## config.mk

```make
export PLATFORM = sky130hd
export DESIGN_NAME = pwm_capture
export DESIGN_NICKNAME = d
export VERILOG_FILES = /design/src/rtl/pwm_capture_pkg.sv /design/src/rtl/pwm_capture_edge_sync.sv /design/src/rtl/pwm_capture.sv
export SDC_FILE = /design/constraint.sdc
export NUM_CORES = 1
export LEC_CHECK = 0
export ABC_AREA = 1
export BUFFER_PORTS_ARGS = -buffer_cell sky130_fd_sc_hd__buf_4
export CELL_PAD_IN_SITES_DETAIL_PLACEMENT = 0
export CELL_PAD_IN_SITES_GLOBAL_PLACEMENT = 1
export CORE_MARGIN = 5
export CORE_UTILIZATION = 39
export DETAILED_ROUTE_END_ITERATION = 8
export PLACE_DENSITY_LB_ADDON = 0.1
export SETUP_SLACK_MARGIN = 0.2
export SLEW_MARGIN = 20
export SYNTH_ARGS = -nofsm -noshare
export SYNTH_HDL_FRONTEND = slang
export SYNTH_SLANG_ARGS = --single-unit
```

## constraint.sdc

```tcl
create_clock -name clk1 -period 1.6 [get_ports clk1]
set_input_delay 0.08 -clock clk1 [delete_from_list [all_inputs] [get_ports clk1]]
set_output_delay 0.08 -clock clk1 [all_outputs]
set_load 0.05 [all_outputs]
```

## src/rtl/pwm_capture_pkg.sv

```systemverilog
`default_nettype none
//==============================================================================
// Module      : pwm_capture_pkg
// Description : Shared definitions for the PWM capture block: FSM state
//               encodings, default counter width and the averaging shift.
// Revision    : 1.0 - initial release
//==============================================================================
package pwm_capture_pkg;

    // Default width of the duty/period counters and outputs
    localparam int unsigned c_cnt_w_default = 16;

    // Right shift applied to the 4-sample accumulators (divide by 4)
    localparam int unsigned c_avg_shift = 2;

    // Capture FSM state encodings
    localparam logic [1:0] c_st_idle = 2'd0;
    localparam logic [1:0] c_st_arm  = 2'd1;
    localparam logic [1:0] c_st_high = 2'd2;
    localparam logic [1:0] c_st_low  = 2'd3;

endpackage : pwm_capture_pkg
`default_nettype wire

```

## src/rtl/pwm_capture_edge_sync.sv

```systemverilog
`default_nettype none
//==============================================================================
// Module      : pwm_edge_sync
// Description : Multi-flop synchroniser for an asynchronous input followed by
//               a single edge-detect flop. Produces the synchronised level and
//               one-cycle rise/fall strobes.
// Ports       : clk     - clock
//               rst     - synchronous active-high reset
//               i_async - asynchronous input
//               s       - synchronised level
//               rise    - synchronised 0->1 transition strobe
//               fall    - synchronised 1->0 transition strobe
// Revision    : 1.0 - initial release
//==============================================================================
module pwm_edge_sync #(
    parameter int SYNC_STAGES = 2     // must be 2 or more
) (
    input  logic clk,
    input  logic rst,
    input  logic i_async,
    output logic s,
    output logic rise,
    output logic fall
);

    logic [SYNC_STAGES-1:0] r_sync;
    logic                   r_s_d;

    always_ff @(posedge clk) begin
        if (rst) begin
            r_sync <= '0;
            r_s_d  <= 1'b0;
        end else begin
            r_sync <= {r_sync[SYNC_STAGES-2:0], i_async};
            r_s_d  <= r_sync[SYNC_STAGES-1];
        end
    end

    assign s    = r_sync[SYNC_STAGES-1];
    assign rise = r_sync[SYNC_STAGES-1] & ~r_s_d;
    assign fall = ~r_sync[SYNC_STAGES-1] & r_s_d;

endmodule : pwm_edge_sync
`default_nettype wire

```

## src/rtl/pwm_capture.sv

```systemverilog
`default_nettype none
//==============================================================================
// Module      : pwm_capture
// Description : PWM capture/demodulator. Measures high time (duty) and period
//               of an asynchronous PWM input in clk1 cycles and publishes one
//               sample per complete PWM cycle with a single-cycle strobe.
//               Optional build macro PWM_CAPTURE_AVG_EN publishes the mean of
//               every 4 complete cycles instead of each cycle.
// Ports       : clk1         - system clock
//               rst          - synchronous active-high reset
//               en           - capture enable (0 returns to IDLE)
//               pwm_in       - asynchronous PWM input
//               duty         - high cycles of the last complete PWM cycle
//               period       - cycles between the last two rising edges
//               sample_valid - one-cycle pulse when duty/period update
//               timeout      - sticky: no edge within 2^CNT_W-1 cycles
//               level        - synchronised input level
// Revision    : 1.0 - initial release
//==============================================================================
module pwm_capture
    import pwm_capture_pkg::*;
#(
    parameter int CNT_W       = c_cnt_w_default,
    parameter int SYNC_STAGES = 2
) (
    input  logic             clk1,
    input  logic             rst,
    input  logic             en,
    input  logic             pwm_in,
    output logic [CNT_W-1:0] duty,
    output logic [CNT_W-1:0] period,
    output logic             sample_valid,
    output logic             timeout,
    output logic             level
);

    localparam logic [CNT_W-1:0] c_cnt_max = '1;

    logic             w_s;
    logic             w_rise;
    logic             w_fall;
    logic [1:0]       r_state;
    logic [1:0]       w_next_state;
    logic [CNT_W-1:0] r_per_cnt;
    logic [CNT_W-1:0] r_hi_cnt;
    logic [CNT_W-1:0] r_hi_lat;
    logic             w_sat;
    logic             w_sat_evt;
    logic             w_start;
    logic             w_publish;
    logic             w_latch_hi;
    logic [CNT_W-1:0] r_duty;
    logic [CNT_W-1:0] r_period;
    logic             r_valid;
    logic             r_timeout;

    pwm_edge_sync #(
        .SYNC_STAGES (SYNC_STAGES)
    ) u_edge_sync (
        .clk     (clk1),
        .rst     (rst),
        .i_async (pwm_in),
        .s       (w_s),
        .rise    (w_rise),
        .fall    (w_fall)
    );

    assign w_sat = (r_per_cnt == c_cnt_max);

    //--------------------------------------------------------------------------
    // FSM: state register
    //--------------------------------------------------------------------------
    always_ff @(posedge clk1) begin
        if (rst) begin
            r_state <= c_st_idle;
        end else begin
            r_state <= w_next_state;
        end
    end

    //--------------------------------------------------------------------------
    // FSM: next state. Saturation beats an edge in HIGH/LOW because the
    // period would no longer be representable; in ARM a rise still starts
    // a measurement.
    //--------------------------------------------------------------------------
    always_comb begin
        w_next_state = r_state;
        if (!en) begin
            w_next_state = c_st_idle;
        end else begin
            case (r_state)
                c_st_idle: w_next_state = c_st_arm;
                c_st_arm: begin
                    if (w_rise) w_next_state = c_st_high;
                end
                c_st_high: begin
                    if (w_sat)       w_next_state = c_st_arm;
                    else if (w_fall) w_next_state = c_st_low;
                end
                c_st_low: begin
                    if (w_sat)       w_next_state = c_st_arm;
                    else if (w_rise) w_next_state = c_st_high;
                end
                default: w_next_state = c_st_idle;
            endcase
        end
    end

    //--------------------------------------------------------------------------
    // FSM: control strobes for the datapath
    //--------------------------------------------------------------------------
    always_comb begin
        w_sat_evt  = 1'b0;
        w_start    = 1'b0;
        w_publish  = 1'b0;
        w_latch_hi = 1'b0;
        if (en) begin
            case (r_state)
                c_st_arm: begin
                    if (w_rise)     w_start   = 1'b1;
                    else if (w_sat) w_sat_evt = 1'b1;
                end
                c_st_high: begin
                    if (w_sat)       w_sat_evt  = 1'b1;
                    else if (w_fall) w_latch_hi = 1'b1;
                end
                c_st_low: begin
                    if (w_sat) begin
                        w_sat_evt = 1'b1;
                    end else if (w_rise) begin
                        w_publish = 1'b1;
                        w_start   = 1'b1;
                    end
                end
                default: ;
            endcase
        end
    end

    //--------------------------------------------------------------------------
    // Period / high-time counters. A rise reloads to 1 because the rise
    // cycle itself is the first cycle of the new PWM period.
    //--------------------------------------------------------------------------
    always_ff @(posedge clk1) begin
        if (rst) begin
            r_per_cnt <= '0;
            r_hi_cnt  <= '0;
        end else if (!en || (r_state == c_st_idle) || w_sat_evt) begin
            r_per_cnt <= '0;
            r_hi_cnt  <= '0;
        end else if (w_start) begin
            r_per_cnt <= {{(CNT_W-1){1'b0}}, 1'b1};
            r_hi_cnt  <= {{(CNT_W-1){1'b0}}, 1'b1};
        end else begin
            r_per_cnt <= r_per_cnt + 1'b1;
            if ((r_state == c_st_high) && !w_latch_hi) begin
                r_hi_cnt <= r_hi_cnt + 1'b1;
            end
        end
    end

    always_ff @(posedge clk1) begin
        if (rst) begin
            r_hi_lat <= '0;
        end else if (w_latch_hi) begin
            r_hi_lat <= r_hi_cnt;
        end
    end

`ifdef PWM_CAPTURE_AVG_EN
    //--------------------------------------------------------------------------
    // Averaged publish: sum 4 raw samples, publish the truncated mean.
    //--------------------------------------------------------------------------
    logic [CNT_W+1:0] r_acc_duty;
    logic [CNT_W+1:0] r_acc_per;
    logic [1:0]       r_acc_n;
    logic [CNT_W+1:0] w_sum_duty;
    logic [CNT_W+1:0] w_sum_per;

    assign w_sum_duty = r_acc_duty + {2'b00, r_hi_lat};
    assign w_sum_per  = r_acc_per  + {2'b00, r_per_cnt};

    always_ff @(posedge clk1) begin
        if (rst) begin
            r_acc_duty <= '0;
            r_acc_per  <= '0;
            r_acc_n    <= 2'd0;
            r_duty     <= '0;
            r_period   <= '0;
            r_valid    <= 1'b0;
            r_timeout  <= 1'b0;
        end else begin
            r_valid <= 1'b0;
            if (!en || w_sat_evt) begin
                r_acc_duty <= '0;
                r_acc_per  <= '0;
                r_acc_n    <= 2'd0;
                if (w_sat_evt) r_timeout <= 1'b1;
            end else if (w_publish) begin
                if (r_acc_n == 2'd3) begin
                    r_duty     <= CNT_W'(w_sum_duty >> c_avg_shift);
                    r_period   <= CNT_W'(w_sum_per >> c_avg_shift);
                    r_valid    <= 1'b1;
                    r_timeout  <= 1'b0;
                    r_acc_duty <= '0;
                    r_acc_per  <= '0;
                    r_acc_n    <= 2'd0;
                end else begin
                    r_acc_duty <= w_sum_duty;
                    r_acc_per  <= w_sum_per;
                    r_acc_n    <= r_acc_n + 2'd1;
                end
            end
        end
    end
`else
    //--------------------------------------------------------------------------
    // Direct publish: every complete PWM cycle updates the outputs.
    //--------------------------------------------------------------------------
    always_ff @(posedge clk1) begin
        if (rst) begin
            r_duty    <= '0;
            r_period  <= '0;
            r_valid   <= 1'b0;
            r_timeout <= 1'b0;
        end else begin
            r_valid <= 1'b0;
            if (w_publish) begin
                r_duty    <= r_hi_lat;
                r_period  <= r_per_cnt;
                r_valid   <= 1'b1;
                r_timeout <= 1'b0;
            end else if (w_sat_evt) begin
                r_timeout <= 1'b1;
            end
        end
    end
`endif

    assign duty         = r_duty;
    assign period       = r_period;
    assign sample_valid = r_valid;
    assign timeout      = r_timeout;
    assign level        = w_s;

endmodule : pwm_capture
`default_nettype wire

```

Word-level counts from Yosys, hierarchy flattened
Cells that the tools add are included.
{ "totals": {"register_bits": 87, "in_bits": 4, "output_inout_bits": 35, "word_cells": 59} }
{ "op_classes": {"addsub": 2, "eq_ne": 5, "n_mux": 23, "bitwise_logic": 5, "n_reduce_logical": 12} }
{ "op_table": {"columns": ["cell", "count"], "rows": [
  ["$add 16x1->16 const B", 2],
  ["$eq 16x16->1 const B", 1],
  ["$mux 1", 16],
  ["$mux 2", 4],
  ["$pmux 2 s4", 1],
  ["$reduce_or 2->1", 4],
  ["$eq 2x2->1 const B", 2],
  ["$pmux 1 s2", 2],
  ["$ne 3x2->1 const B", 1],
  ["$not 1->1", 3],
  ["$reduce_or 3->1", 1],
  ["$and 1x1->1", 2],
  ["$eq 2x1->1 const B", 1],
  ["$logic_not 1->1", 2],
  ["$logic_not 2->1", 1],
  ["$logic_or 1x1->1", 2],
  ["$reduce_bool 2->1", 1],
  ["$logic_and 1x1->1", 1]
]} }

Depth between registers and ports, before layout
Gate-level depths: netlist (run 1).
{ "depth": {"ltp_word": 10, "depth_mapped": 11} }

By module
From an unflattened synthesis (run 1), not the netlist that was laid out.
{ "hier_totals": {"hier_cells": 492, "hier_area_um2": 3681.0} }
{ "by_module_without_submodules": {"columns": ["module", "instances", "cells_each", "area_each_um2", "seq_area_each_um2"], "rows": [
  ["pwm_capture", 1, 480, 3587.2, 1681.6],
  ["pwm_edge_sync", 1, 12, 93.8, 60.1]
]} }

Worst setup path before layout (run 1)
Ideal clock, no wire load.
{ "synth_timing": {"kind": "reg-to-reg", "startpoint": "reg u_edge_sync.r_sync[1]", "endpoint": "reg r_hi_cnt[8]", "arrival_time_ns": 1.697, "required_ns": 1.534, "setup_slack_ns": -0.163, "path_stages_with_launch": 8, "period_less_slack_ns": 1.763, "path_cell_list": "dfxtp_1 > inv_1 > nand3_1 > clkinv_1 > a21oi_4 > buf_4 > nand2_1 > a21oi_2"} }
{ "synth_between": {"elab_chain_len": 8, "elab_cells_between_ends": 18, "cone_classes": "11 x mux; 3 x bitwise; 4 x reduce/logical"} }
{ "synth_rtl": {"columns": ["item", "line_no", "rtl"], "rows": [
  ["start, declared", "pwm_capture_edge_sync.sv:26", "logic [SYNC_STAGES-1:0] r_sync;"],
  ["start signal, assigned", "pwm_capture_edge_sync.sv:34", "r_sync <= {r_sync[SYNC_STAGES-2:0], i_async};"],
  ["parallel branches: the longest is 8 deep, another holds $reduce_or 3->1", null, null],
  ["end signal, assigned", "pwm_capture.sv:153", "r_hi_cnt <= {{(CNT_W-1){1'b0}}, 1'b1};"],
  ["end signal, assigned", "pwm_capture.sv:157", "r_hi_cnt <= r_hi_cnt + 1'b1;"],
  ["end, declared", "pwm_capture.sv:45", "logic [CNT_W-1:0] r_hi_cnt;"]
]} }
Parallel ways; which one is timed is not known.
A chain may end at the register's enable or synchronous reset.

Worst setup path after layout (run 1)
{ "layout_timing": {"startpoint": "reg r_per_cnt[0]", "endpoint": "reg r_per_cnt[7]"} }
{ "layout_between": {"elab_chain_len": 7, "elab_cells_between_ends": 11, "cone_classes": "1 x add/sub; 1 x eq/ne; 7 x mux; 2 x reduce/logical"} }
{ "layout_rtl": {"columns": ["item", "line_no", "rtl"], "rows": [
  ["start, declared", "pwm_capture.sv:44", "logic [CNT_W-1:0] r_per_cnt;"],
  ["start signal, assigned", "pwm_capture.sv:152", "r_per_cnt <= {{(CNT_W-1){1'b0}}, 1'b1};"],
  ["start signal, assigned", "pwm_capture.sv:155", "r_per_cnt <= r_per_cnt + 1'b1;"],
  ["$eq 16x16->1", "pwm_capture.sv:68", "assign w_sat = (r_per_cnt == c_cnt_max);"],
  ["$mux 1", "pwm_capture.sv:121, pwm_capture.sv:124, pwm_capture.sv:128", null],
  ["$mux 1", "pwm_capture.sv:120", "if (w_rise) w_start = 1'b1;"],
  ["$pmux 1 s2", "pwm_capture.sv:118", "case (r_state)"],
  ["$mux 1", "pwm_capture.sv:117", "if (en) begin"],
  ["$logic_or 1x1->1", "pwm_capture.sv:148", "end else if (!en || (r_state == c_st_idle) || w_sat_evt) begin"],
  ["$reduce_or 3->1 (no line)", null, null]
]} }
Several ways; a longest one is shown, not always the timed one.

==> report_table.html, run 1 <==
<table>
<tr><th>Metric</th><th>Value</th></tr>
<tr><th colspan="2">Outcome</th></tr>
<tr><td>Status</td><td>finished, violations left</td></tr>
<tr><td>Violated checks</td><td>negative setup slack</td></tr>
<tr><th colspan="2">Synth</th></tr>
<tr><td>Area share of the leading cell type in the synthesized netlist</td><td>46.1%</td></tr>
<tr><td>Async S/R FF share, synth</td><td>0%</td></tr>
<tr><td>Number of enable flip-flop cells after synthesis</td><td>0</td></tr>
<tr><td>Distinct cells, synth</td><td>31</td></tr>
<tr><td>Top FF cell, synth</td><td>dfxtp_1</td></tr>
<tr><td>Number of synthesized register bits</td><td>87</td></tr>
<tr><td>Leading cell types by total area after synthesis</td><td>dfxtp_1, nand2_1, nand3_1</td></tr>
<tr><td>Net count of the mapped netlist</td><td>504</td></tr>
<tr><td>Area leader, netlist</td><td>dfxtp_1</td></tr>
<tr><td>Sequential fraction of the synthesis area</td><td>46.1%</td></tr>
<tr><td>Count of synthesis-stage warnings from yosys</td><td>0</td></tr>
<tr><td>Dominant cell by count in the synthesized netlist</td><td>nand2_1</td></tr>
<tr><td>Number of cells produced by synthesis</td><td>498</td></tr>
<tr><td>Mean area per synthesized cell</td><td>7.58 µm²</td></tr>
<tr><td>Top cells by instance count after synthesis</td><td>nand2_1, dfxtp_1, nand3_1</td></tr>
<tr><td>Netlist Area Pre-Place</td><td>0.00377 mm²</td></tr>
<tr><th colspan="2">Cells and area</th></tr>
<tr><td>Area Overhead vs Synth</td><td>51.4%</td></tr>
<tr><td>Fill cells</td><td>872</td></tr>
<tr><td>Ant. Diodes</td><td>0</td></tr>
<tr><td>Fraction of final layout cells with drive strength greater than 1</td><td>40.4%</td></tr>
<tr><td>Multi-input combinational cell area</td><td>0.00222 mm²</td></tr>
<tr><td>Final standard cell utilization of the core</td><td>59.6%</td></tr>
<tr><td>Register Area</td><td>0.00175 mm²</td></tr>
<tr><td>Net count of the finished layout</td><td>615</td></tr>
<tr><th colspan="2">GRT</th></tr>
<tr><td>Via count of the first global-routing pass</td><td>3455</td></tr>
<tr><td>Grt ovf</td><td>0</td></tr>
<tr><td>Antenna violations before repair</td><td>0</td></tr>
<tr><td>Overall global routing resource usage</td><td>19.1%</td></tr>
<tr><td>Global-route wire length before repair</td><td>17400 µm</td></tr>
<tr><td>Maximum number of pins on one net before global-route repair</td><td>25</td></tr>
<tr><th colspan="2">Floorplan</th></tr>
<tr><td>Core region area</td><td>0.00959 mm²</td></tr>
<tr><td>Die span in y</td><td>108 µm</td></tr>
<tr><td>Total Die Area</td><td>0.0117 mm²</td></tr>
<tr><td>Number of placed I/O pins</td><td>39</td></tr>
<tr><td>Die width</td><td>108 µm</td></tr>
<tr><td>Initial standard-cell utilization of the core</td><td>39.3%</td></tr>
<tr><td>Number of placement rows</td><td>36</td></tr>
<tr><th colspan="2">Clocking</th></tr>
<tr><td>TritonCTS clock tree</td><td>built</td></tr>
<tr><td>Clock transition at the registers of the reported paths</td><td>0.09 ns</td></tr>
<tr><td>Library cell used as clock root buffer</td><td>clkbuf_8</td></tr>
<tr><td>Clock insertion delay at the later pin of the skew report</td><td>0.35 ns</td></tr>
<tr><td>Count of clock tree sinks</td><td>87</td></tr>
<tr><td>H-tree levels</td><td>3</td></tr>
<tr><td>Total CTS buffers</td><td>9</td></tr>
<tr><td>Clk buf depth</td><td>2</td></tr>
<tr><th colspan="2">Worst setup path</th></tr>
<tr><td>Buf+Inv Stages, Crit Path</td><td>2</td></tr>
<tr><td>Sort of element at the end of the critical path</td><td>register</td></tr>
<tr><td>Register-to-register setup slack</td><td>-0.02 ns</td></tr>
<tr><td>CP max stage cell</td><td>dfxtp_2</td></tr>
<tr><td>Critical Path, Cell by Cell</td><td>ha_4 -&gt; nand2_4 -&gt; nor2_4 -&gt; nand2_4 -&gt; nor2_8 -&gt; buf_6 -&gt; a21oi_4 -&gt; nand2_4 -&gt; nand2_8 -&gt; buf_12 -&gt; nor3_4</td></tr>
<tr><td>Critical R2R Launch</td><td>r_per_cnt[0]$_SDFF_PP0_</td></tr>
<tr><td>Crit path kind</td><td>register to register</td></tr>
<tr><td>Worst EP required</td><td>1.88 ns</td></tr>
<tr><td>Logic depth of the worst setup path including buffers</td><td>11</td></tr>
<tr><td>Kind of cell with the highest combined delay on the critical path</td><td>simple AND/OR/NAND/NOR gates</td></tr>
<tr><td>R2R Path End</td><td>r_per_cnt[7]$_SDFF_PP0_</td></tr>
<tr><td>Worst-path maximum fanout</td><td>8</td></tr>
<tr><td>FF-to-FF path depth</td><td>11</td></tr>
<tr><td>Critical Path Most Common Cell</td><td>nand2_4</td></tr>
<tr><td>Type of element launching the critical path</td><td>register</td></tr>
<tr><td>Arrival time of data at the critical path endpoint</td><td>1.90 ns</td></tr>
<tr><td>Maximum single-stage delay on the critical path</td><td>0.36 ns</td></tr>
<tr><th colspan="2">Power and ir drop</th></tr>
<tr><td>Max rail drop VDD</td><td>0.000537 V</td></tr>
<tr><td>Design internal power</td><td>3.02 mW</td></tr>
<tr><td>Proportion of power drawn by combinational gates</td><td>3.0%</td></tr>
<tr><td>Total power divided by cell area</td><td>686 mW/mm²</td></tr>
<tr><td>Sw Ratio</td><td>23.0%</td></tr>
<tr><td>Net load switching power</td><td>0.901 mW</td></tr>
<tr><td>Clock network power share</td><td>41.6%</td></tr>
<tr><td>Sequential cell fraction of total power</td><td>55.4%</td></tr>
<tr><td>Cell leakage power</td><td>2.42 nW</td></tr>
<tr><th colspan="2">Placed design</th></tr>
<tr><td>Setup slack at placement</td><td>-0.233 ns</td></tr>
<tr><td>Post-DP HPWL</td><td>6570 µm</td></tr>
<tr><td>Routability Congestion</td><td>0.761</td></tr>
<tr><td>Quantity of I/O buffers inserted on ports</td><td>38</td></tr>
<tr><th colspan="2">Min path</th></tr>
<tr><td>Sink of the worst hold path</td><td>r_hi_lat[1]$_SDFFE_PP0P_</td></tr>
<tr><td>Worst min-delay path class</td><td>input pin to register</td></tr>
<tr><td>Worst Hold Launch</td><td>rst</td></tr>
<tr><td>Instance count along the most critical hold path</td><td>2</td></tr>
<tr><th colspan="2">Route</th></tr>
<tr><td>Vias per Instance</td><td>4.73</td></tr>
<tr><td>Via total after detailed routing</td><td>3535</td></tr>
<tr><td>Routed WL</td><td>10800 µm</td></tr>
<tr><td>Number of DRC markers in iteration 0</td><td>116</td></tr>
<tr><td>Final ANT Viol Nets</td><td>0</td></tr>
<tr><td>Detailed-routing iteration count for the pre-antenna-repair pass</td><td>4</td></tr>
<tr><td>Wire length per cell after detailed routing</td><td>14.5 µm</td></tr>
<tr><td>Remaining design rule violation count</td><td>0</td></tr>
<tr><th colspan="2">STA</th></tr>
<tr><td>Remaining max-slew budget at the tightest pin</td><td>72.6%</td></tr>
<tr><td>Setup-failing EPs final</td><td>15</td></tr>
<tr><td>Setup ws final</td><td>-0.0233 ns</td></tr>
<tr><td>Total count of max-transition violations in the final report</td><td>0</td></tr>
<tr><td>Final setup TNS</td><td>-0.138 ns</td></tr>
<tr><td>Final Cycle Share</td><td>101%</td></tr>
<tr><td>Unrepaired setup endpoints after global routing</td><td>yes</td></tr>
<tr><td>Number of hold violations in the final report</td><td>0</td></tr>
<tr><td>Upper clock frequency limit</td><td>616 MHz</td></tr>
<tr><td>Transition at the pin with the smallest max-transition slack</td><td>0.408 ns</td></tr>
<tr><td>Period minus WS final</td><td>1.62 ns</td></tr>
<tr><td>Worst Skew</td><td>0.00839 ns</td></tr>
<tr><th colspan="2">Run</th></tr>
<tr><td># Max-Cap Violations</td><td>0</td></tr>
</table>
[power groups by stage]
stage	Clock [mW]	Combinational (mW)	Sequential, mW
final	1.63	0.119	2.17
after detailed placement	0	0.0883	2.22
after global placement	0	0.0879	2.22
after floorplan	0	0.0506	2.23
after CTS	1.67	0.115	2.17
after global routing	1.73	0.129	2.17
[registers in the layout, indices dropped and copies added (netlist names), 2 cells and up]
register / flops
duty: 16
period: 16
r_hi_cnt: 16
r_hi_lat: 16
r_per_cnt: 16
r_state: 2
u_edge_sync.r_sync: 2
[cell families after synthesis]
group | Yosys count | share of synthesized area, %
xor gates and xnor gates | 18 | 4.18
DFF | 87 | 46.1
and+or+nand+nor | 290 | 34.6
buffers and inverters | 58 | 7.16
AOI/OAI and AO/OA | 43 | 7.29
adders and majority gates | 2 | 0.663
[metrics by stage]
stage | power [mW] | hold slack (ns) | cells | area, µm²
4_1_cts | 3.95 | 0.00974 | 745 | 5600
2_1_floorplan | 2.28 | 0.187 | 498 | 3850
3_3_place_gp | 2.31 | 0.287 | 705 | 4610
6_report | 3.92 | 0.0278 | 747 | 5710
3_5_place_dp | 2.31 | 0.303 | 705 | 4610
5_1_grt | 4.03 | 0.0370 | 747 | 5710
[layout make-up]
class | instances | area share (%)
inverter | 39 | 2.58
multi-input combinational | 354 | 38.9
clock buffer | 12 | 2.72
timing repair buffer | 118 | 21.4
tap | 133 | 2.91
clock inverter | 4 | 0.942
sequential | 87 | 30.6
[worst max-delay path by stage]
stage                            start                        to  slack [ns]
2_1_floorplan  r_per_cnt[1]$_SDFF_PP0_  r_per_cnt[14]$_SDFF_PP0_         0.1
3_3_place_gp   r_per_cnt[1]$_SDFF_PP0_      duty[5]$_SDFFE_PP0P_       -0.18
3_5_place_dp   r_per_cnt[1]$_SDFF_PP0_     duty[10]$_SDFFE_PP0P_       -0.23
4_1_cts        r_per_cnt[0]$_SDFF_PP0_     duty[10]$_SDFFE_PP0P_      -0.002
5_1_grt        r_per_cnt[1]$_SDFF_PP0_     duty[10]$_SDFFE_PP0P_       -0.09
6_report       r_per_cnt[0]$_SDFF_PP0_   r_per_cnt[7]$_SDFF_PP0_       -0.02
[what timing repair did]
action                                  in CTS  in global routing
setup buffers                               14                  1
pin swaps                                   23                  8
endpoints found under the setup margin      83                 83
hold buffers                                 1                  0
gates resized for setup                     99                 24
hold endpoints to repair                     1                  0
gates cloned                                 9                  1
[metal layers]
layer | vias up | GRT usage (%) | part of all wire [%]
met5 | - | 0 | 0
met4 | 0 | 7.30 | 2.3
met3 | 14 | 3.52 | 2.7
met2 | 50 | 33.9 | 51
met1 | 1652 | 22.9 | 44
li1 | 1819 | - | -
[layout by cell type, fill, tap and decap left out, types with 3 or more instances in the layout]
| cell type | count |
|---|---|
| nand2_4 | 8 |
| a21oi_2 | 17 |
| buf_4 | 85 |
| clkbuf_8 | 11 |
| nor2_2 | 4 |
| buf_6 | 13 |
| nand2_1 | 139 |
| xor2_1 | 15 |
| buf_16 | 7 |
| nand4_1 | 6 |
| nor3_4 | 3 |
| nor2_1 | 21 |
| nor2_4 | 15 |
| xnor2_1 | 3 |
| dfxtp_1 | 84 |
| buf_12 | 11 |
| nand3_2 | 33 |
| nor3_1 | 6 |
| nand3_1 | 29 |
| nand2_2 | 18 |
| inv_1 | 37 |
| a21oi_1 | 19 |
[worst register-to-register path, delay by kind of cell, from the launching register on]
family	cells	cell delay, ns
simple gates	7	0.66
compound gates	1	0.07
fa+ha+maj	1	0.15
buf+inv	2	0.32
flops	1	0.36
No activity file was read; power rests on OpenSTA's default activity.
==> run 2: changes to the inputs <==
--- a/config.mk
+++ b/config.mk
@@ -10,7 +10,8 @@
 export CELL_PAD_IN_SITES_DETAIL_PLACEMENT = 0
 export CELL_PAD_IN_SITES_GLOBAL_PLACEMENT = 1
 export CORE_MARGIN = 5
-export CORE_UTILIZATION = 39
+export CORE_UTILIZATION = 40
+export CTS_BUF_LIST = sky130_fd_sc_hd__clkbuf_4
 export DETAILED_ROUTE_END_ITERATION = 8
 export PLACE_DENSITY_LB_ADDON = 0.1
 export SETUP_SLACK_MARGIN = 0.2
==> run 2 against run 1 <==
The run now ends clean. Count of clock-buffer cells in the layout down 3. Total power down 10%. Combinational power down 18%. Flip-flop and latch count unchanged. Fmax up 3.7%. Critical endpoint is now r_per_cnt[3]$_SDFF_PP0_. Worst hold slack better by 0.015 ns. Largest power group unchanged. Critical path depth down 1. Sequential share of layout area up 5.5 points. Wire length down 20%. Critical path type unchanged.
==> report_table.html, run 2 (same netlist as run 1, synthesis figures left out) <==
<table>
<tr><th>Metric</th><th>Value</th></tr>
<tr><th colspan="2">Outcome</th></tr>
<tr><td>Status</td><td>complete, no violations</td></tr>
<tr><th colspan="2">Power and ir drop</th></tr>
<tr><td>Total power divided by cell area</td><td>727 mW/mm² (+5.9%)</td></tr>
<tr><td>Cell leakage power</td><td>2.08 nW (-14%)</td></tr>
<tr><td>Max rail drop VDD</td><td>0.000502 V (-6.6%)</td></tr>
<tr><th colspan="2">Worst setup path</th></tr>
<tr><td>CP max stage cell</td><td>dfxtp_2</td></tr>
<tr><td>Arrival time of data at the critical path endpoint</td><td>1.92 ns (+0.02 ns)</td></tr>
<tr><td>Maximum single-stage delay on the critical path</td><td>0.37 ns (about the same)</td></tr>
<tr><td>Critical R2R Launch</td><td>r_per_cnt[1]$_SDFF_PP0_</td></tr>
<tr><td>Critical Path Most Common Cell</td><td>nand2_4</td></tr>
<tr><td>Register-to-register setup slack</td><td>0.03 ns (+0.06 ns)</td></tr>
<tr><td>Crit path kind</td><td>register to register</td></tr>
<tr><td>R2R Path End</td><td>r_per_cnt[3]$_SDFF_PP0_</td></tr>
<tr><td>FF-to-FF path depth</td><td>10 (-1)</td></tr>
<tr><td>Type of element launching the critical path</td><td>register</td></tr>
<tr><td>Worst EP required</td><td>1.95 ns (+0.07 ns)</td></tr>
<tr><td>Critical Path, Cell by Cell</td><td>ha_4 -&gt; nand2_4 -&gt; nor2_4 -&gt; nand2_4 -&gt; nor2_8 -&gt; a21oi_2 -&gt; nand2_2 -&gt; nand2_4 -&gt; buf_12 -&gt; nor3_1</td></tr>
<tr><td>Sort of element at the end of the critical path</td><td>register</td></tr>
<tr><td>Worst-path maximum fanout</td><td>15 (+7)</td></tr>
<tr><th colspan="2">STA</th></tr>
<tr><td>Period minus WS final</td><td>1.57 ns (-0.0582 ns)</td></tr>
<tr><td>Unrepaired setup endpoints after global routing</td><td>yes</td></tr>
<tr><td>Worst Skew</td><td>0.0195 ns (+0.0111 ns)</td></tr>
<tr><td>Setup ws final</td><td>0.0349 ns (+0.0582 ns)</td></tr>
<tr><td>Number of hold violations in the final report</td><td>0 (unchanged)</td></tr>
<tr><td>Transition at the pin with the smallest max-transition slack</td><td>0.380 ns (-0.0287 ns)</td></tr>
<tr><td>Setup-failing EPs final</td><td>0 (-15)</td></tr>
<tr><td>Upper clock frequency limit</td><td>639 MHz (+3.7%)</td></tr>
<tr><td>Final Cycle Share</td><td>97.8% (-3.6 points)</td></tr>
<tr><td>Total count of max-transition violations in the final report</td><td>0 (unchanged)</td></tr>
<tr><td>Remaining max-slew budget at the tightest pin</td><td>74.5% (+1.9 points)</td></tr>
<tr><th colspan="2">Clocking</th></tr>
<tr><td>Clock transition at the registers of the reported paths</td><td>0.15 ns (+0.06 ns)</td></tr>
<tr><td>Library cell used as clock root buffer</td><td>clkbuf_4</td></tr>
<tr><td>Total CTS buffers</td><td>9 (unchanged)</td></tr>
<tr><td>H-tree levels</td><td>3 (unchanged)</td></tr>
<tr><td>TritonCTS clock tree</td><td>built</td></tr>
<tr><td>Clk buf depth</td><td>2 (unchanged)</td></tr>
<tr><td>Clock insertion delay at the later pin of the skew report</td><td>0.42 ns (+0.07 ns)</td></tr>
<tr><td>Count of clock tree sinks</td><td>87 (unchanged)</td></tr>
<tr><th colspan="2">Cells and area</th></tr>
<tr><td>Fill cells</td><td>906 (+3.9%)</td></tr>
<tr><td>Cell area after layout</td><td>0.00485 mm² (-15%)</td></tr>
<tr><td>Ant. Diodes</td><td>0 (unchanged)</td></tr>
<tr><td>Net count of the finished layout</td><td>587 (-4.6%)</td></tr>
<tr><td>Fraction of final layout cells with drive strength greater than 1</td><td>28.3% (-12 points)</td></tr>
<tr><td>Most frequent standard cell in the layout excluding fill and tap cells</td><td>nand2_1</td></tr>
<tr><td>Commonest cells after routing, fill and taps aside</td><td>nand2_1, dfxtp_1, buf_4</td></tr>
<tr><td>Area Overhead vs Synth</td><td>28.4%</td></tr>
<tr><th colspan="2">GRT</th></tr>
<tr><td>Via count of the first global-routing pass</td><td>3144 (-9.0%)</td></tr>
<tr><td>Overall global routing resource usage</td><td>15.6% (-3.5 points)</td></tr>
<tr><td>Grt ovf</td><td>0 (unchanged)</td></tr>
<tr><td>Maximum number of pins on one net before global-route repair</td><td>34 (+36%)</td></tr>
<tr><td>Global-route wire length before repair</td><td>14600 µm (-16%)</td></tr>
<tr><td>Antenna violations before repair</td><td>0 (unchanged)</td></tr>
<tr><th colspan="2">Route</th></tr>
<tr><td>Final ANT Viol Nets</td><td>0 (unchanged)</td></tr>
<tr><td>Via total after detailed routing</td><td>3320 (-6.1%)</td></tr>
<tr><td>Vias per Instance</td><td>4.64 (-1.9%)</td></tr>
<tr><td>Remaining design rule violation count</td><td>0 (unchanged)</td></tr>
<tr><td>Number of DRC markers in iteration 0</td><td>112 (-3.4%)</td></tr>
<tr><td>Wire length per cell after detailed routing</td><td>12.2 µm (-16%)</td></tr>
<tr><td>Detailed-routing iteration count for the pre-antenna-repair pass</td><td>4 (unchanged)</td></tr>
<tr><td>Routed WL</td><td>8690 µm (-20%)</td></tr>
<tr><th colspan="2">Placed design</th></tr>
<tr><td>Post-DP HPWL</td><td>6260 µm (-4.7%)</td></tr>
<tr><td>Routability Congestion</td><td>0.817 (+7.4%)</td></tr>
<tr><td>Setup slack at placement</td><td>0.00409 ns (+0.237 ns)</td></tr>
<tr><td>Quantity of I/O buffers inserted on ports</td><td>38 (unchanged)</td></tr>
<tr><td>Area of placed instances</td><td>0.00457 mm² (-0.87%)</td></tr>
<tr><th colspan="2">Floorplan</th></tr>
<tr><td>Number of placement rows</td><td>35 (-2.8%)</td></tr>
<tr><td>Die width</td><td>107 µm (-1.1%)</td></tr>
<tr><td>Total Die Area</td><td>0.0115 mm² (-2.3%)</td></tr>
<tr><td>Core region area</td><td>0.00924 mm² (-3.7%)</td></tr>
<tr><td>Die span in y</td><td>107 µm (-1.1%)</td></tr>
<tr><td>Number of placed I/O pins</td><td>39 (unchanged)</td></tr>
<tr><td>Initial standard-cell utilization of the core</td><td>40.9% (+1.5 points)</td></tr>
<tr><th colspan="2">Run</th></tr>
<tr><td># Max-Cap Violations</td><td>0 (unchanged)</td></tr>
<tr><th colspan="2">Min path</th></tr>
<tr><td>Sink of the worst hold path</td><td>r_state[1]$_SDFFE_PP0P_</td></tr>
<tr><td>Worst Hold Launch</td><td>en</td></tr>
<tr><td>Instance count along the most critical hold path</td><td>5 (+3)</td></tr>
<tr><td>Worst min-delay path class</td><td>input pin to register</td></tr>
</table>
[run 2: metrics by stage]
step                      total power, mW  hold slack, ns  instances  util [%]  setup TNS (ns)
final                                3.52          0.0424        715      52.4               0
after global routing                 3.68          0.0520        715      52.4           -3.47
after CTS                            3.58         0.00915        712      51.4               0
after detailed placement             2.31           0.294        693      49.5               0
after global placement               2.31           0.286        693      49.5               0
after floorplan                      2.28           0.187        498         -               0
[run 2: worst max-delay path, delay by kind of cell (launching register included)]
kind | cells | cell delay, ns
simple gates | 7 | 0.71
flops | 1 | 0.37
compound gates | 1 | 0.09
buf+inv | 1 | 0.17
fa+ha+maj | 1 | 0.15
[run 2: layout make-up]
| cell class | instances | area [µm²] | area share (%) |
|---|---|---|---|
| Clock buffer | 9 | 67.6 | 1.39 |
| Clock inverter | 7 | 71.3 | 1.47 |
| Inverter | 39 | 148 | 3.05 |
| Multi-Input combinational cell | 353 | 1850 | 38.1 |
| Sequential cell | 87 | 1750 | 36.1 |
| Tap cell | 129 | 161 | 3.33 |
| Timing Repair Buffer | 91 | 802 | 16.6 |
[run 2: routing by layer]
| layer | global-route usage, % | wire length [µm] | vias to the layer above |
|---|---|---|---|
| li1 | - | - | 1757 |
| met1 | 20.5 | 4200 | 1523 |
| met2 | 26.3 | 4170 | 34 |
| met3 | 3.31 | 253 | 6 |
| met4 | 3.56 | 72 | 0 |
| met5 | 0 | 0 | - |
[run 2: timing repair]
action                                 CTS  global route
setup endpoints to repair               81            83
hold buffers                             2             0
buffers inserted                         1             1
cloned                                   0             2
endpoints found under the hold margin    8             0
resized for setup                        3            14
pin swaps                                3             6
[run 2: how the worst max path moves through the flow]
| stage | start | end | slack [ns] | cells after the start |
|---|---|---|---|---|
| 2_1_floorplan | r_per_cnt[1]$_SDFF_PP0_ | r_per_cnt[14]$_SDFF_PP0_ | 0.1 | 10 |
| 3_3_place_gp | r_per_cnt[1]$_SDFF_PP0_ | r_per_cnt[14]$_SDFF_PP0_ | 0.04 | 8 |
| 3_5_place_dp | r_per_cnt[1]$_SDFF_PP0_ | r_per_cnt[11]$_SDFF_PP0_ | 0.004 | 10 |
| 4_1_cts | r_per_cnt[1]$_SDFF_PP0_ | r_per_cnt[2]$_SDFF_PP0_ | 0.009 | 10 |
| 5_1_grt | r_per_cnt[1]$_SDFF_PP0_ | r_per_cnt[3]$_SDFF_PP0_ | -0.11 | 10 |
| 6_report | r_per_cnt[1]$_SDFF_PP0_ | r_per_cnt[3]$_SDFF_PP0_ | 0.03 | 10 |
[run 2: power by group]
| group | switching [mW] | total (mW) | internal, mW | leakage, nW |
|---|---|---|---|---|
| Clock | 0.769 | 1.25 | 0.481 | 0.0766 |
| Combinational | 0.0628 | 0.0980 | 0.0352 | 1.30 |
| Sequential | 0.00369 | 2.17 | 2.17 | 0.704 |
| Total | 0.835 | 3.52 | 2.69 | 2.08 |
==> run 3: changes to the inputs <==
--- a/config.mk
+++ b/config.mk
@@ -10,7 +10,7 @@
 export CELL_PAD_IN_SITES_DETAIL_PLACEMENT = 0
 export CELL_PAD_IN_SITES_GLOBAL_PLACEMENT = 1
 export CORE_MARGIN = 5
-export CORE_UTILIZATION = 40
+export CORE_UTILIZATION = 35
 export CTS_BUF_LIST = sky130_fd_sc_hd__clkbuf_4
 export DETAILED_ROUTE_END_ITERATION = 8
 export PLACE_DENSITY_LB_ADDON = 0.1
==> constraint.sdc (replaced) <==
create_clock -name clk1 -period 1.6 [get_ports clk1]
set_input_delay 0.48 -clock clk1 [delete_from_list [all_inputs] [get_ports clk1]]
set_output_delay 0.48 -clock clk1 [all_outputs]
set_load 0.05 [all_outputs]
==> run 3 against run 2 <==
The flow now finishes with violations (negative setup slack). Non-clock buffer count increased by 33. Sequential power about the same. Total power increased by 1.9%. Clock power about the same. Wire length increased by 22%.
==> report_table.html, run 3 (same netlist as run 1, synthesis figures left out) <==
<table>
<tr><th>Metric</th><th>Value</th></tr>
<tr><th colspan="2">STA</th></tr>
<tr><td>Setup-failing EPs final</td><td>8 (+8)</td></tr>
<tr><td>Final Cycle Share</td><td>101% (+3.2 points)</td></tr>
<tr><td>Number of hold violations in the final report</td><td>0 (unchanged)</td></tr>
<tr><td>Remaining max-slew budget at the tightest pin</td><td>71.7% (-2.8 points)</td></tr>
<tr><td>Final setup TNS</td><td>-0.0400 ns (-0.0400 ns)</td></tr>
<tr><td>Upper clock frequency limit</td><td>619 MHz (-3.1%)</td></tr>
<tr><td>Final hold slack</td><td>0.237 ns (+0.195 ns)</td></tr>
<tr><td>Unrepaired setup endpoints after global routing</td><td>yes</td></tr>
<tr><td>Setup ws final</td><td>-0.0157 ns (-0.0506 ns)</td></tr>
<tr><td>Transition at the pin with the smallest max-transition slack</td><td>0.422 ns (+0.0423 ns)</td></tr>
<tr><td>Worst Skew</td><td>0.0252 ns (+0.00567 ns)</td></tr>
<tr><td>Period minus WS final</td><td>1.62 ns (+0.0506 ns)</td></tr>
<tr><td>Total count of max-transition violations in the final report</td><td>0 (unchanged)</td></tr>
<tr><th colspan="2">Cells and area</th></tr>
<tr><td>Fraction of final layout cells with drive strength greater than 1</td><td>49.4% (+21 points)</td></tr>
<tr><td>Net count of the finished layout</td><td>621 (+5.8%)</td></tr>
<tr><td>Multi-input combinational cell area</td><td>0.00219 mm² (+18%)</td></tr>
<tr><td>Ant. Diodes</td><td>0 (unchanged)</td></tr>
<tr><td>Area Overhead vs Synth</td><td>56.6%</td></tr>
<tr><td>Register Area</td><td>0.00180 mm² (+2.6%)</td></tr>
<tr><td>Fill cells</td><td>1024 (+13%)</td></tr>
<tr><td>Most frequent standard cell in the layout excluding fill and tap cells</td><td>nand2_1</td></tr>
<tr><td>Cell area after layout</td><td>0.00591 mm² (+22%)</td></tr>
<tr><td>Commonest cells after routing, fill and taps aside</td><td>nand2_1, buf_4, nand3_1</td></tr>
<tr><th colspan="2">Min path</th></tr>
<tr><td>Sink of the worst hold path</td><td>u_edge_sync.r_sync[0]$_SDFF_PP0_</td></tr>
<tr><td>Instance count along the most critical hold path</td><td>3 (-2)</td></tr>
<tr><td>Worst Hold Launch</td><td>pwm_in</td></tr>
<tr><td>Worst min-delay path class</td><td>input pin to register</td></tr>
<tr><th colspan="2">Floorplan</th></tr>
<tr><td>Total Die Area</td><td>0.0130 mm² (+13%)</td></tr>
<tr><td>Number of placed I/O pins</td><td>39 (unchanged)</td></tr>
<tr><td>Die width</td><td>114 µm (+6.3%)</td></tr>
<tr><td>Initial standard-cell utilization of the core</td><td>35.3% (-5.6 points)</td></tr>
<tr><td>Number of placement rows</td><td>38 (+8.6%)</td></tr>
<tr><td>Die span in y</td><td>114 µm (+6.3%)</td></tr>
<tr><td>Core region area</td><td>0.0107 mm² (+16%)</td></tr>
<tr><th colspan="2">Clocking</th></tr>
<tr><td>Total CTS buffers</td><td>9 (unchanged)</td></tr>
<tr><td>Clk buf depth</td><td>2 (unchanged)</td></tr>
<tr><td>H-tree levels</td><td>3 (unchanged)</td></tr>
<tr><td>TritonCTS clock tree</td><td>built</td></tr>
<tr><td>Count of clock tree sinks</td><td>87 (unchanged)</td></tr>
<tr><td>Clock insertion delay at the later pin of the skew report</td><td>0.45 ns (+0.03 ns)</td></tr>
<tr><td>Library cell used as clock root buffer</td><td>clkbuf_4</td></tr>
<tr><td>Cts hold-fix bufs</td><td>0 (-2)</td></tr>
<tr><td>Clock transition at the registers of the reported paths</td><td>0.14 ns (about the same)</td></tr>
<tr><th colspan="2">Worst setup path</th></tr>
<tr><td>Critical R2R Launch</td><td>r_per_cnt[0]$_SDFF_PP0_</td></tr>
<tr><td>Critical Path Most Common Cell</td><td>nand2_4</td></tr>
<tr><td>CP max stage cell</td><td>dfxtp_2</td></tr>
<tr><td>Critical Path, Cell by Cell</td><td>ha_4 -&gt; nand2_4 -&gt; nor2_4 -&gt; nand2_4 -&gt; nor2_8 -&gt; buf_6 -&gt; a21oi_4 -&gt; nand2_4 -&gt; nand2_8 -&gt; buf_12 -&gt; nor3_4</td></tr>
<tr><td>Register-to-register setup slack</td><td>-0.02 ns (-0.05 ns)</td></tr>
<tr><td>FF-to-FF path depth</td><td>11 (+1)</td></tr>
<tr><td>Maximum single-stage delay on the critical path</td><td>0.38 ns (about the same)</td></tr>
<tr><td>Crit path kind</td><td>register to register</td></tr>
<tr><td>Arrival time of data at the critical path endpoint</td><td>2.00 ns (+0.08 ns)</td></tr>
<tr><td>R2R Path End</td><td>r_per_cnt[7]$_SDFF_PP0_</td></tr>
<tr><td>Worst EP required</td><td>1.98 ns (+0.03 ns)</td></tr>
<tr><td>Sort of element at the end of the critical path</td><td>register</td></tr>
<tr><td>Type of element launching the critical path</td><td>register</td></tr>
<tr><td>Worst-path maximum fanout</td><td>7 (-8)</td></tr>
<tr><th colspan="2">Run</th></tr>
<tr><td># Max-Cap Violations</td><td>0 (unchanged)</td></tr>
<tr><th colspan="2">Placed design</th></tr>
<tr><td>Routability Congestion</td><td>0.784 (-4.0%)</td></tr>
<tr><td>Post-DP HPWL</td><td>6670 µm (+6.7%)</td></tr>
<tr><td>Quantity of I/O buffers inserted on ports</td><td>38 (unchanged)</td></tr>
<tr><td>Area of placed instances</td><td>0.00471 mm² (+3.1%)</td></tr>
<tr><th colspan="2">Power and ir drop</th></tr>
<tr><td>Total power divided by cell area</td><td>607 mW/mm² (-16%)</td></tr>
<tr><td>Max rail drop VDD</td><td>0.000329 V (-34%)</td></tr>
<tr><td>Cell leakage power</td><td>2.46 nW (+19%)</td></tr>
<tr><th colspan="2">GRT</th></tr>
<tr><td>Met2 Track Usage GR</td><td>29.7% (+3.4 points)</td></tr>
<tr><td>Most Used Layer, Global Route</td><td>met2</td></tr>
<tr><td>Met1 usage</td><td>21.6% (+1.1 points)</td></tr>
<tr><td>Antenna violations before repair</td><td>0 (unchanged)</td></tr>
<tr><td>Global-route wire length before repair</td><td>17900 µm (+22%)</td></tr>
<tr><td>Maximum number of pins on one net before global-route repair</td><td>34 (unchanged)</td></tr>
<tr><td>Grt ovf</td><td>0 (unchanged)</td></tr>
<tr><td>Fraction of met3 tracks used by global routing</td><td>3.29% (-0.022 points)</td></tr>
<tr><td>Overall global routing resource usage</td><td>17.3% (+1.7 points)</td></tr>
<tr><td>Via count of the first global-routing pass</td><td>3604 (+15%)</td></tr>
<tr><th colspan="2">Outcome</th></tr>
<tr><td>Status</td><td>finished, violations left</td></tr>
<tr><td>Violated checks</td><td>negative setup slack</td></tr>
<tr><th colspan="2">Route</th></tr>
<tr><td>Remaining design rule violation count</td><td>0 (unchanged)</td></tr>
<tr><td>Via total after detailed routing</td><td>3589 (+8.1%)</td></tr>
<tr><td>Number of DRC markers in iteration 0</td><td>132 (+18%)</td></tr>
<tr><td>Wire length per cell after detailed routing</td><td>13.9 µm (+15%)</td></tr>
<tr><td>Final ANT Viol Nets</td><td>0 (unchanged)</td></tr>
<tr><td>Vias per Instance</td><td>4.72 (+1.7%)</td></tr>
<tr><td>Detailed-routing iteration count for the pre-antenna-repair pass</td><td>4 (unchanged)</td></tr>
<tr><td>Routed WL</td><td>10600 µm (+22%)</td></tr>
</table>
run 3: area by class of cell:
class,instances,area share [%]
repair buffers,124,24.8
flip-flops and latches,87,30.4
inverters,39,2.54
clock buffers,9,1.14
multi-input cells,354,37.0
clock inverters,7,1.23
well taps,140,2.96
run 3: how the worst max path moves through the flow:
stage	start	to	cells after the start
2_1_floorplan	r_per_cnt[1]$_SDFF_PP0_	r_per_cnt[14]$_SDFF_PP0_	10
3_3_place_gp	r_per_cnt[1]$_SDFF_PP0_	period[2]$_SDFFE_PP0P_	10
3_5_place_dp	r_per_cnt[1]$_SDFF_PP0_	period[2]$_SDFFE_PP0P_	10
4_1_cts	r_per_cnt[0]$_SDFF_PP0_	r_per_cnt[7]$_SDFF_PP0_	11
5_1_grt	r_per_cnt[0]$_SDFF_PP0_	r_per_cnt[7]$_SDFF_PP0_	11
6_report	r_per_cnt[0]$_SDFF_PP0_	r_per_cnt[7]$_SDFF_PP0_	11
run 3: worst max-delay path, delay by kind of cell (launching register included):
family	cells	cell delay [ns]
buffers and inverters	2	0.31
adder cells (fa/ha/maj)	1	0.15
AO/OA/AOI/OAI	1	0.06
flip-flops	1	0.38
AND/OR/NAND/NOR	7	0.65
run 3: per-stage QoR:
stage	setup WS (ns)	util (%)	instances	power [mW]
6_report	-0.0157	55.3	760	3.59
5_1_grt	-0.125	55.3	760	3.76
3_3_place_gp	-0.223	44.1	721	2.33
3_5_place_dp	-0.271	44.1	721	2.33
2_1_floorplan	0.0994	-	498	2.28
4_1_cts	-0.0246	53.6	756	3.62
run 3: routing by layer:
layer	vias to the layer above	share of wire, %
met2	44	52
met4	0	1.6
met5	-	0
li1	1839	-
met3	16	2.6
met1	1690	44
run 3: timing repair:
action / in CTS / in global routing
buffers inserted: 14 / 3
endpoints found under the setup margin: 118 / 118
gates cloned: 5 / 1
pin swaps: 18 / 10
resized for setup: 193 / 36
run 3: where the power goes:
group | total (mW) | internal (mW) | switching (mW)
clock | 1.28 | 0.480 | 0.805
sequential | 2.17 | 2.17 | 0.00369
combinational | 0.132 | 0.0502 | 0.0818
